--- src/rtl/mooreol_pkg.sv ---
// Shared helpers for the mooreol sequence detector: state-index width and
// elaboration-time KMP failure / transition tables.
package mooreol_pkg;

    localparam int MAX_PAT_W = 16;
    localparam int MAX_SW    = 5;

    // One entry per state 0..MAX_PAT_W, wide enough for any state index.
    typedef logic [MAX_PAT_W:0][MAX_SW-1:0] state_tab_t;

    function automatic int state_w(input int pat_w);
        return $clog2(pat_w + 1);
    endfunction

    // Bit j of the pattern in arrival order (j = 0 is the first bit received).
    function automatic logic pat_bit(input logic [15:0] pattern, input int pat_w, input int j);
        int idx;
        idx = pat_w - 1 - j;
        if (idx < 0 || idx > 15) return 1'b0;
        return pattern[idx];
    endfunction

    // f[k] = longest proper prefix of the first k pattern bits that is also a suffix.
    function automatic state_tab_t fail_table(input logic [15:0] pattern, input int pat_w);
        state_tab_t f;
        int k;
        f = '0;
        for (int i = 1; i < MAX_PAT_W; i++) begin
            if (i < pat_w) begin
                k = int'(f[i]);
                for (int it = 0; it < MAX_PAT_W; it++) begin
                    if (k > 0 && pat_bit(pattern, pat_w, k) != pat_bit(pattern, pat_w, i))
                        k = int'(f[k]);
                end
                if (pat_bit(pattern, pat_w, k) == pat_bit(pattern, pat_w, i))
                    k = k + 1;
                f[i+1] = k[MAX_SW-1:0];
            end
        end
        return f;
    endfunction

    // Next state for every current state when bit b is consumed.
    function automatic state_tab_t next_table(input logic [15:0] pattern, input int pat_w,
                                              input logic overlap, input logic b);
        state_tab_t f;
        state_tab_t nt;
        int k;
        int nxt;
        logic done;
        f  = fail_table(pattern, pat_w);
        nt = '0;
        for (int s = 0; s <= MAX_PAT_W; s++) begin
            if (s <= pat_w) begin
                // A full match restarts from scratch when overlapping is disabled.
                k    = (s == pat_w && !overlap) ? 0 : s;
                nxt  = 0;
                done = 1'b0;
                for (int it = 0; it <= MAX_PAT_W + 1; it++) begin
                    if (!done) begin
                        if (k < pat_w && pat_bit(pattern, pat_w, k) == b) begin
                            nxt  = k + 1;
                            done = 1'b1;
                        end else if (k == 0) begin
                            done = 1'b1;
                        end else begin
                            k = int'(f[k]);
                        end
                    end
                end
                nt[s] = nxt[MAX_SW-1:0];
            end
        end
        return nt;
    endfunction

endpackage

--- src/rtl/mooreol_sat_cnt.sv ---
// Saturating match counter; a clear coinciding with an increment loads 1.
module mooreol_sat_cnt #(
    parameter int CNT_W = 8
) (
    input  logic             clk,
    input  logic             rst,
    input  logic             inc,
    input  logic             clr,
    output logic [CNT_W-1:0] cnt,
    output logic             sat
);

    if (CNT_W < 1 || CNT_W > 32) begin : g_bad_cnt_w
        $error("mooreol_sat_cnt: CNT_W must be in 1..32");
    end

    localparam logic [CNT_W-1:0] CNT_MAX = '1;

    logic [CNT_W-1:0] cnt_q;
    logic [CNT_W-1:0] cnt_d;

    always_comb begin
        cnt_d = cnt_q;
        if (clr)
            cnt_d = CNT_W'(inc);
        else if (inc && cnt_q != CNT_MAX)
            cnt_d = cnt_q + CNT_W'(1);
    end

    always_ff @(posedge clk) begin
        if (rst)
            cnt_q <= '0;
        else
            cnt_q <= cnt_d;
    end

    assign cnt = cnt_q;
    assign sat = (cnt_q == CNT_MAX);

endmodule

--- src/rtl/mooreol_param.sv ---
// Parameterised Moore serial pattern detector (KMP automaton) with a
// saturating match counter.
module mooreol_param
    import mooreol_pkg::*;
#(
    parameter int                 PAT_W   = 4,
    parameter logic [PAT_W-1:0]   PATTERN = 4'b1011,
    parameter int                 OVERLAP = 1,
    parameter int                 CNT_W   = 8
) (
    input  logic                       clk,
    input  logic                       rst,
    input  logic                       in,
    input  logic                       in_valid,
    input  logic                       clr_cnt,
    output logic                       out,
    output logic [$clog2(PAT_W+1)-1:0] state_dbg,
    output logic [CNT_W-1:0]           match_cnt,
    output logic                       cnt_sat
);

    if (PAT_W < 2 || PAT_W > 16) begin : g_bad_pat_w
        $error("mooreol_param: PAT_W must be in 2..16");
    end

    localparam int               SW     = state_w(PAT_W);
    localparam logic [SW-1:0]    S_FULL = SW'(PAT_W);
    localparam state_tab_t       NEXT0  = next_table(16'(PATTERN), PAT_W, OVERLAP != 0, 1'b0);
    localparam state_tab_t       NEXT1  = next_table(16'(PATTERN), PAT_W, OVERLAP != 0, 1'b1);

    logic [SW-1:0] s_q;
    logic [SW-1:0] s_d;
    logic          out_q;
    logic          out_d;
    logic          match;

    always_comb begin
        s_d   = s_q;
        match = 1'b0;
        if (in_valid) begin
            s_d   = in ? NEXT1[s_q][SW-1:0] : NEXT0[s_q][SW-1:0];
            match = (s_d == S_FULL);
        end
        out_d = (s_d == S_FULL);
    end

    always_ff @(posedge clk) begin
        if (rst) begin
            s_q   <= '0;
            out_q <= 1'b0;
        end else begin
            s_q   <= s_d;
            out_q <= out_d;
        end
    end

    mooreol_sat_cnt #(
        .CNT_W (CNT_W)
    ) u_cnt (
        .clk (clk),
        .rst (rst),
        .inc (match),
        .clr (clr_cnt),
        .cnt (match_cnt),
        .sat (cnt_sat)
    );

    assign out       = out_q;
    assign state_dbg = s_q;

endmodule

--- config.mk ---
export PLATFORM = sky130hd
export DESIGN_NAME = mooreol_param
export DESIGN_NICKNAME = d
export VERILOG_FILES = /design/src/rtl/mooreol_pkg.sv /design/src/rtl/mooreol_sat_cnt.sv /design/src/rtl/mooreol_param.sv
export SDC_FILE = /design/constraint.sdc
export NUM_CORES = 1
export LEC_CHECK = 0
export BUFFER_PORTS_ARGS = -buffer_cell sky130_fd_sc_hd__buf_2
export CAP_MARGIN = 15
export CORE_UTILIZATION = 40
export CTS_BUF_LIST = sky130_fd_sc_hd__clkbuf_8
export DETAILED_ROUTE_END_ITERATION = 8
export HOLD_SLACK_MARGIN = 0.1
export PLACE_DENSITY = 0.62
export SETUP_SLACK_MARGIN = 0.1
export SYNTH_ARGS = -nofsm -noshare
export SYNTH_HDL_FRONTEND = slang
export SYNTH_HIERARCHICAL = 1
export SYNTH_SLANG_ARGS = --single-unit
--- constraint.sdc ---
create_clock -name clk -period 2.2 [get_ports clk]
set_clock_uncertainty 0.2 [all_clocks]
set_input_delay 0.11 -clock clk [delete_from_list [all_inputs] [get_ports clk]]
set_output_delay 0.11 -clock clk [all_outputs]
set_load 0.05 [all_outputs]
==> impl_summary.md, run 1 <==
STA
For the pin with the worst max-slew slack, the measured transition is approximately 0.36 ns. Setup repair after global routing left no endpoint under its margin. The max-slew violation total from the final report is 0. Measured against its own limit, the worst slew margin works out to about 76%. The post-route clock period utilization is approximately 90%. The worst hold-check slack is between 0.15 and 0.2 ns. The number of hold violations in the final report is 0. After layout, the minimum clock period comes to approximately 1.9 ns. The final setup TNS is 0 ns. The number of endpoints failing setup at the final stage is 0.

Timing would allow up to about 0.52 GHz.

Placed design
The count of buffers added on input and output ports is 17. Routability-driven placement finished with a final weighted congestion of about 0.85. The post-DP HPWL is between 1000 and 1500 µm.

The cell area reported after detailed placement is 878 µm².

Power and ir drop
Net switching is between 20% and 30% of the power. The part of the total power dissipated in the clock network is approximately 43%. The worst ir drop on vdd is between 0.6 and 0.7 mV. The total internal power is around 470 µW. Summed over all cells, the static leakage comes to 0.395 nW. The sequential cell fraction of total power is 49.6%. The total power draw is 604 µW.

The power share of the combinational group is 7.8%. In this run the power density over the cells is 620 mW/mm². The analysis attributes to net switching a power of between 100 and 150 µW.

Logic synthesis
When the netlist entered floorplanning its net count stood at between 80 and 90. By instance count, the leading cell after synthesis is sky130_fd_sc_hd__dfxtp_1. The cell taking the most area after synthesis is sky130_fd_sc_hd__dfxtp_1.

The number of cells produced by synthesis is 82. In this run, distinct cell masters in the synthesized netlist total 36. After synthesis, flip-flops and latches occupy between 40% and 50% of the total area. The proportion of register bits with asynchronous set or reset after synthesis is 0%.

The number of warnings printed during yosys synthesis is 6. The area fraction of the dominant cell type after synthesis is 42.3%. The flip-flop cell with the highest count after synthesis is sky130_fd_sc_hd__dfxtp_1. After synthesis the cells add up to between 700 and 800 µm². After synthesis, the cell types taking the most area are sky130_fd_sc_hd__dfxtp_1 (42%), sky130_fd_sc_hd__mux2i_1 (5.3%), sky130_fd_sc_hd__nand2_1 (3.5%). Counting flops with a built-in enable in the synthesized netlist gives 0. The synthesized area divided by synthesized cell count is a little over 9 µm². By count the netlist is led by sky130_fd_sc_hd__dfxtp_1 (16), sky130_fd_sc_hd__nand2_1 (7), sky130_fd_sc_hd__nor2_1 (6), sky130_fd_sc_hd__mux2i_1 (4), sky130_fd_sc_hd__nand3_1 (4). The synthesized flop and latch total is 16.

Detailed routing
The post-detailed-route DRC marker count is 0. The routed length per instance is about 12 µm. The number of iterations in the first detailed-routing pass is 4. The violation count after the first detailed-routing iteration is 16. The detailed-route vias per instance is between 5 and 6.

The number of antenna-violating nets in the routed design is 0. The total routed wirelength is ~1600 µm. The detailed router placed approximately 740 vias in this run.

Flow run
The number of violations of the max-capacitance limit is 0.

CTS
The CTS tree is built. In this run, CTS created clock tree buffers numbering 3. The clock net in this run drives a total of 16 sinks.

The register clock-pin slew on the reported worst setup and hold paths is about 0.06 ns. The root cell of the clock tree is sky130_fd_sc_hd__clkbuf_8. The clock passes through at most 2 buffers. The post-CTS setup-driven buffer insertion count is 0. The depth of the CTS H-tree is 1. The insertion delay of the later-clocked pin in the worst-skew pair is around 0.25 ns.

Critical path
At the worst endpoint, the arrival time is 1.91 ns. The classification of the worst setup path is in -> reg. The maximum net fanout on the critical path is 7. The worst setup path is captured at a register. Data on the critical path is required at its endpoint by between 2 and 2.5 ns.

STA classifies the critical path startpoint as an input pin.

Die
Once the floorplan was initialized, standard cells occupied 43.4% of the core. The floorplan step defined a die boundary enclosing 0.00207 mm². The die is around 46 µm tall. In this run the standard cell core region covers roughly 0.0017 mm². Measured along the x axis, the die boundary spans roughly 46 µm. In this run the core area contains 15 standard-cell rows. For this design the top-level I/O count stands at 18.

Global routing
Global routing used 17.8% of the available tracks. The pin count of the biggest net entering global routing is 14. The number of antenna violations at the first check in global routing came to 0. Summed over all layers, the global routing overflow is 0.

The via count of the first global-routing pass is ~590. The first-pass GRT wire length is 2600 µm.

Cells and area
The growth of design area from synthesis to finish is 28.8%. The finished layout cell area is about 970 µm². The fraction of final layout cells sized beyond drive strength 1 is 27.4%. The number of antenna diodes in the final layout is 0. The post-layout net count is between 100 and 150.

Min path
The min-delay analysis places its worst path in the category in -> reg.

Status
The run finished with clean final reports.
==> worst max-delay path, stage by stage <==
cell and delay, ns:
sky130_fd_sc_hd__dlygate4sd3_1 0.52, sky130_fd_sc_hd__buf_2 0.17, sky130_fd_sc_hd__nand3_1 0.19, sky130_fd_sc_hd__nor3_4 0.23, sky130_fd_sc_hd__nand4_2 0.19, sky130_fd_sc_hd__a311oi_2 0.29
sky130_fd_sc_hd__mux2i_1 0.20
==> placed cells by master (no fill, tap or decap), types with 2 or more instances in the layout <==
cell type                       count
sky130_fd_sc_hd__buf_2             17
sky130_fd_sc_hd__dfxtp_1           16
sky130_fd_sc_hd__nand2_1            7
sky130_fd_sc_hd__nor2_1             5
sky130_fd_sc_hd__nand3_1            4
sky130_fd_sc_hd__mux2i_1            4
sky130_fd_sc_hd__clkbuf_8           4
sky130_fd_sc_hd__nor3b_1            3
sky130_fd_sc_hd__and3_1             3
sky130_fd_sc_hd__inv_1              3
sky130_fd_sc_hd__dlygate4sd3_1      3
sky130_fd_sc_hd__o21ai_0            3
sky130_fd_sc_hd__nand2b_1           2
sky130_fd_sc_hd__a211oi_1           2
sky130_fd_sc_hd__nand4_1            2
sky130_fd_sc_hd__or3_1              2
sky130_fd_sc_hd__a21oi_1            2
==> per-stage QoR <==
stage          utilization [%]  worst slack [ns]  std cells
6_report                  55.8             0.271        131
5_1_grt                   55.8             0.100        131
4_1_cts                   55.2             0.123        131
3_5_place_dp              50.3             0.398        124
3_3_place_gp              50.3             0.458        124
2_1_floorplan                -             0.101         82
==> power by group through the flow <==
stage	clock (mW)	combinational (mW)	sequential, mW
6_report	0.258	0.0470	0.299
3_3_place_gp	0	0.0426	0.305
2_1_floorplan	0	0.0185	0.313
5_1_grt	0.280	0.0513	0.300
3_5_place_dp	0	0.0428	0.305
4_1_cts	0.264	0.0468	0.298
==> logic make-up after synthesis <==
family / share of synthesized area [%]
AND/OR/NAND/NOR: 28.6
flip-flops: 42.3
buffers and inverters: 2.15
adder cells (fa/ha/maj): 1.65
AO/OA/AOI/OAI: 20.0
multiplexers: 5.29
==> area by class of cell <==
cell class | count | area (µm²)
tap | 25 | 31.3
fill | 161 | 771
multi-input combinational | 62 | 434
timing repair buffer | 21 | 123
clock buffer | 4 | 55.1
inverter | 3 | 11.3
sequential | 16 | 320
==> path summary, 6_finish.rpt <==
| kind | to | slack, ns | cells after the start | start |
|---|---|---|---|---|
| setup reg to reg | u_cnt/cnt[6]$_SDFFE_PP0P_ | 0.49 | 4 | u_cnt/cnt[0]$_SDFFE_PP0P_ |
| hold / removal | state_dbg[0]$_SDFF_PP0_ | 0.16 | 4 | in |
| hold reg to reg | u_cnt/cnt[1]$_SDFFE_PP0P_ | 0.31 | 2 | u_cnt/cnt[1]$_SDFFE_PP0P_ |
| setup / recovery | u_cnt/cnt[5]$_SDFFE_PP0P_ | 0.27 | 7 | in_valid |
==> timing repair <==
action                                 CTS  global route
setup endpoints to repair                0             5
hold buffers                             3             0
resized for setup                        0             2
endpoints found under the hold margin   11             0
==> routing by layer <==
| layer | vias up | part of all wire, % | global-route usage (%) |
|---|---|---|---|
| li1 | 360 | - | - |
| met1 | 346 | 50 | 24.8 |
| met2 | 27 | 42 | 24.9 |
| met3 | 2 | 6.6 | 5.95 |
| met4 | 0 | 1.2 | 7.27 |
| met5 | - | 0 | 0 |
Power figures use the tool's default switching activity.
==> run 2: changes to the inputs <==
- CORE_ASPECT_RATIO: unset -> 0.9
- PLACE_DENSITY: 0.62 -> 0.69
- RECOVER_POWER: unset -> 25
==> run 2 against run 1 <==
  * Total power decreased by 0.42%
  * Die area is essentially flat
  * Critical path depth increased by 1
  * First-iteration DRC count up 38%
  * Setup slack got worse by 0.0040 ns
  * Worst hold slack improved by 0.0018 ns
  * Cell count stayed put
  * Clock-buffer cell count unchanged
  * Wire length is 3.7% higher
  * Non-clock buffer count increased by 1
  * Global-route usage rose by 0.56 points
  * Largest cell class unchanged
  * Largest power group unchanged
==> impl_summary.md, run 2 (synthesized netlist as in run 1, its figures left out) <==
Critical path
Across all register-to-register paths, the minimum setup slack is 0.49 ns. The classification of the worst setup path is in -> reg. The most critical setup path has its endpoint at u_cnt/cnt[6]$_SDFFE_PP0P_. At the worst endpoint, the required time is between 2 and 2.5 ns.

Measured in cells, the most critical reg-to-reg path has a length of 6. In this run the critical register-to-register path is captured at u_cnt/cnt[6]$_SDFFE_PP0P_. The maximum net fanout on the critical path is 7.

The critical path launch point is in_valid. The worst setup path is launched from an input pin. STA classifies the critical path endpoint as a register. The critical path arrival is ~1.9 ns.

Status
The flow ran to the end, and the final reports show no timing, DRC or antenna violations.

CTS
After clock tree synthesis, the clock-pin slew on the worst setup and hold paths is 0.06 ns. The CTS tree is built. The depth of the CTS H-tree is 1. The buffer levels on the longest clock path is 2. The root buffer cell chosen for the clock tree is sky130_fd_sc_hd__clkbuf_8. For this design, the sink count on the clock tree is 16.

For the worst-skew pair, the clock arrives at the later sink with an insertion delay of 0.25 ns. The clock buffer count from CTS is 3.

Cells and area
0 antenna diodes ended up in the layout. The commonest non-fill, non-tap cell in the layout is sky130_fd_sc_hd__dfxtp_1. The post-layout utilization of the core is between 50% and 60%. The area growth from synthesis to layout is 28.1%.

The finished layout cell area is 970 µm². The post-route netlist has roughly 22% of its cells at a drive strength greater than 1. The net count of the finished layout is roughly 110. The top cell types in the final layout, fill and taps aside, are sky130_fd_sc_hd__dfxtp_1 (16), sky130_fd_sc_hd__buf_2 (10), sky130_fd_sc_hd__nand2_1 (7).

STA
The post-route clock period utilization is just under 90%. The transition time of the tightest slew-check pin is about 0.59 ns. In this run the tightest slew margin relative to its limit is 60.5%. The number of endpoints failing setup at the final stage is 0. The final critical-path setup slack is roughly 0.27 ns. The max-slew violation total from the final report is 0. The final setup TNS is 0 ns. The number of hold violations in the final report is 0. Setup repair after global routing left no endpoint under its margin. Hold timing on the final database bottoms out at a slack of roughly 0.16 ns.

Derived from the worst setup path, the maximum achievable clock frequency is 0.517 GHz. The minimum clock period is roughly 1.9 ns.

Power and ir drop
The power share of the combinational group is between 7 and 8%. The analysis attributes to net switching a power of between 100 and 150 µW. The worst ir drop on vdd is 0.544 mV.

Internal power comes to 472 µW. Of the total power, the clock network draws 42.4%. Power spread over the standard cell area amounts to 620 mW/mm². The sequential cell fraction of total power is 49.7%. The cell leakage power is 0.374 nW. Net switching is 21.5% of the power.

Global routing
The first-pass GRT wire length is between 2000 and 3000 µm. The all-layer global routing usage is between 10% and 20%. The via count of the first global-routing pass is a little under 600.

The number of antenna violations at the first check in global routing is 0. The global-route congestion overflow total is 0. Entering global routing, the biggest net connects 14 pins.

Die
The die width is about 48 µm. The area of the core is approximately 0.0017 mm². The die span in y is around 43 µm. Pin placement for this block handled 18 I/O pins. The overall die area is 0.00207 mm². The floorplan has 14 rows. Once the floorplan was initialized, standard cells occupied ~44% of the core.

Min path
In this run the worst hold path is classified as in -> reg. Counting instances, the worst hold path has a depth of 4.

Placed design
The count of input and output buffers is 17. The worst slack after detailed placement is 0.506 ns. The post-DP HPWL is 1190 µm. The routability-driven placement congestion ratio is between 0.8 and 0.9. In this run the cell area measured after placement is a little under 900 µm².

Detailed routing
The violation count after the first detailed-routing iteration is 22. The number of iterations in the first detailed-routing pass is 4. The total routed wirelength is around 1600 µm. The via total after detailed routing is 718. The routed length per instance is roughly 13 µm. After detailed routing, the number of remaining DRC violations is 0.

In this run the remaining antenna-violating nets after routing total 0. Using the TritonRoute via totals, the vias-per-cell ratio works out to 5.48.

Flow run
The number of violations of the max-capacitance limit is 0.
-- run 2: how the worst min path moves through the flow --
stage / startpoint / endpoint / slack (ns)
after global routing: in / register / 0.20
after global placement: in_valid / register / 0.21
final: in / register / 0.16
after CTS: in / state_dbg[0]$_SDFF_PP0_ / 0.16
after floorplan: rst / state_dbg[0]$_SDFF_PP0_ / -0.02
after detailed placement: in_valid / register / 0.22
-- run 2: timing repair --
action                     4_1_cts  5_1_grt
setup endpoints to repair        0        2
setup buffers                    0        1
gates resized for setup          0        2
hold buffers                     3        0
hold endpoints to repair         9        0
-- run 2: power groups by stage --
| stage | clock (mW) | sequential (mW) | combinational, mW |
|---|---|---|---|
| finish | 0.255 | 0.299 | 0.0475 |
| global route | 0.280 | 0.299 | 0.0517 |
| CTS | 0.262 | 0.298 | 0.0471 |
| detailed placement | 0 | 0.305 | 0.0431 |
| floorplan | 0 | 0.313 | 0.0185 |
| global placement | 0 | 0.305 | 0.0427 |
-- run 2: metrics by stage --
step                instances  total power [mW]
global route              131             0.631
global placement          123             0.347
floorplan                  82             0.331
finish                    131             0.601
CTS                       130             0.607
detailed placement        123             0.348
-- run 2: metal layers --
| layer | vias up | GRT usage [%] | part of all wire [%] |
|---|---|---|---|
| met4 | 0 | 5.00 | 0.55 |
| li1 | 365 | - | - |
| met1 | 330 | 28.1 | 48 |
| met2 | 21 | 23.8 | 45 |
| met3 | 2 | 6.38 | 6.2 |
| met5 | - | 0 | 0 |
-- run 2: cell type report --
class | instances | area [µm²]
clock buffers | 4 | 55.1
fillers | 174 | 747
inverters | 3 | 11.3
multi-input cells | 62 | 428
flip-flops and latches | 16 | 320
well taps | 24 | 30.0
repair buffers | 22 | 125
-- run 2: worst max-delay path, stage by stage --
cell and delay, ns:
sky130_fd_sc_hd__dlygate4sd3_1 0.52, sky130_fd_sc_hd__clkbuf_4 0.18, sky130_fd_sc_hd__nand3_2 0.10, sky130_fd_sc_hd__nor3_1 0.14, sky130_fd_sc_hd__buf_4 0.17, sky130_fd_sc_hd__nand4_1 0.20
sky130_fd_sc_hd__o311ai_1 0.31, sky130_fd_sc_hd__o41ai_1 0.11
==> run 3: changes to the inputs <==
- CELL_PAD_IN_SITES_DETAIL_PLACEMENT: unset -> 2
- CELL_PAD_IN_SITES_GLOBAL_PLACEMENT: unset -> 2
- CORE_UTILIZATION: 40 -> 32
- PLACE_DENSITY: 0.69 -> 0.86
==> run 3 against run 2 <==
  * Cell count rose by 1.5%
  * Global-route usage up 1.6 points
  * Largest cell class unchanged
  * Fmax is 2.3% higher
  * Largest power group unchanged
==> impl_summary.md, run 3 (synthesized netlist as in run 1, its figures left out) <==
CTS
The root cell of the clock tree is sky130_fd_sc_hd__clkbuf_8. For the worst-skew pair, the clock arrives at the later sink with an insertion delay of 0.25 ns. The depth of the CTS H-tree is 1. The clock buffer count from CTS is 3.

The register clock-pin slew on the reported worst setup and hold paths is 0.07 ns. The buffer levels on the longest clock path is 2. The number of sinks handled by clock tree synthesis is 16.

TritonCTS built the clock tree. Gates resized during post-CTS repair numbered 0.

Cells and area
The top cell types in the final layout, fill and taps aside, are sky130_fd_sc_hd__dfxtp_1 (16), sky130_fd_sc_hd__buf_2 (11), sky130_fd_sc_hd__nand2_1 (7). The post-route netlist has 20.8% of its cells at a drive strength greater than 1. The post-layout utilization of the core is between 40% and 50%. In the final design database the tool counted 113 nets. The library cell used most frequently in the layout, excluding fill and tap cells, is sky130_fd_sc_hd__dfxtp_1.

The number of fill cells in the layout is approximately 260. Compared with the post-synthesis result, the final layout area differs by 26.6%. The count of antenna diodes in the layout is 0.

Placed design
The count of input and output buffers is 17. The routability-driven placement congestion ratio is between 0.6 and 0.7. The worst slack after detailed placement is between 0.3 and 0.4 ns. The post-DP HPWL is 1640 µm.

STA
The final setup TNS is 0 ns. Setup violations remaining at the end of the flow were counted as 0. At the pin with the least slew margin, the transition time is between 0.5 and 0.6 ns.

After layout, the worst path uses between 80% and 90% of the clock period. The minimum clock period is between 1.5 and 2 ns. The number of hold violations in the final report came to 0. Derived from the worst setup path, the maximum achievable clock frequency is ~0.53 GHz. The max-slew violation total from the final report is 0. The remaining max-slew budget at the tightest pin is about 60%. The final critical-path setup slack is between 0.3 and 0.4 ns. Setup repair after global routing left no endpoint under its margin.

Critical path
The worst setup path is launched from a register. The biggest cell delay along the critical path is 0.41 ns. The most critical setup path has its startpoint at u_cnt/cnt[0]$_SDFFE_PP0P_.

The critical path arrival is ~1.6 ns. The kind of capture point of the worst setup path is an output port. Traced cell by cell, the critical path runs through ha_1 > nand3_1 > nor2_2 > buf_2.

The data required time of the critical path is 1.89 ns. On the critical path, the stage with the largest delay is an instance of sky130_fd_sc_hd__dfxtp_1. The maximum net fanout on the critical path is 7. The classification of the worst setup path is reg -> out.

Detailed routing
The pre-antenna-repair detailed-routing pass consisted of 2 iterations. In the final routed layout, each cell accounts on average for 16.6 µm. The via total after detailed routing is ~730.

After detailed routing, the number of remaining DRC violations is 0. The routed design has around 2200 µm of wire. The detailed-route vias per instance is about 5.5. The violation count after the first detailed-routing iteration is 3. The number of antenna-violating nets in the routed design is 0.

Global routing
The pin count of the biggest net entering global routing is 14. The via count of the first global-routing pass is about 760. The first-pass GRT wire length is 3550 µm. The all-layer global routing usage is 20.0%.

The number of antenna violations at the first check in global routing is 0. Global routing finished with a remaining overflow of 0.

Die
The floorplan step defined a die boundary enclosing 0.00256 mm². After floorplanning, the core was sized to cover between 0.002 and 0.0025 mm². In this run the vertical extent of the chip is 48.1 µm.

The initial standard-cell utilization of the core is between 30% and 40%. The die width is ~53 µm. The number of top-level pins is 18.

The count of standard-cell rows is 16.

Min path
The startpoint of the most critical hold path is in_valid. The path class of the tightest hold or removal check is in -> reg.

Power and ir drop
Summed over all cells, the static leakage comes to around 0.37 nW. The worst ir drop on vdd is around 0.48 mV. Power spread over the standard cell area amounts to ~640 mW/mm².

Flow run
The tool flagged a number of max-cap violations equal to 0.

Status
The run finished with clean final reports.
[run 3: cell count changes in the layout (fill, tap and decap cells not counted), sizes merged]
| cell | delta |
|---|---|
| clkbuf | -1 |
[run 3: worst max-delay path: cells and delay by family (launching register included)]
| kind | cells | cell delay (ns) |
|---|---|---|
| DFF | 1 | 0.41 |
| adders and majority gates | 1 | 0.32 |
| and+or+nand+nor | 2 | 0.31 |
| buffers and inverters | 1 | 0.28 |
[run 3: area by class of cell]
cell class | instances | area [µm²] | area share, %
multi-input cells | 62 | 423 | 44.1
flip-flops and latches | 16 | 320 | 33.4
repair buffers | 21 | 115 | 12.0
clock buffers | 4 | 55.1 | 5.74
well taps | 27 | 33.8 | 3.52
inverters | 3 | 11.3 | 1.17
[run 3: power by group]
| part | internal, mW | switching, mW |
|---|---|---|
| Clock | 0.159 | 0.106 |
| Sequential | 0.296 | 0.00282 |
| Combinational | 0.0169 | 0.0307 |
[run 3: stage by stage]
stage               hold WS, ns  std cells  cell area (µm²)  power (mW)
floorplan               -0.0176         82              759       0.331
global placement          0.205        126              881       0.348
detailed placement        0.219        126              881       0.349
CTS                       0.116        133              966       0.621
global route              0.157        133              958       0.638
finish                    0.124        133              958       0.610
[run 3: per-layer routing]
layer	vias to the layer above	track usage [%]	routed length [µm]
met4	0	4.74	11
met3	2	6.85	102
li1	357	-	-
met2	16	38.0	1120
met5	-	0	0
met1	353	21.7	979
[run 3: repair_timing]
| action | CTS | global route |
|---|---|---|
| setup buffers | 0 | 0 |
| endpoints found under the hold margin | 10 | 0 |
| hold buffers | 3 | 0 |
[run 3: final timing paths]
| kind | endpoint | slack, ns | cells after the start |
|---|---|---|---|
| min | state_dbg[0]$_SDFF_PP0_ | 0.12 | 4 |
| min reg2reg | u_cnt/cnt[1]$_SDFFE_PP0P_ | 0.33 | 2 |
| max | cnt_sat | 0.31 | 4 |
| max reg2reg | u_cnt/cnt[5]$_SDFFE_PP0P_ | 0.33 | 6 |
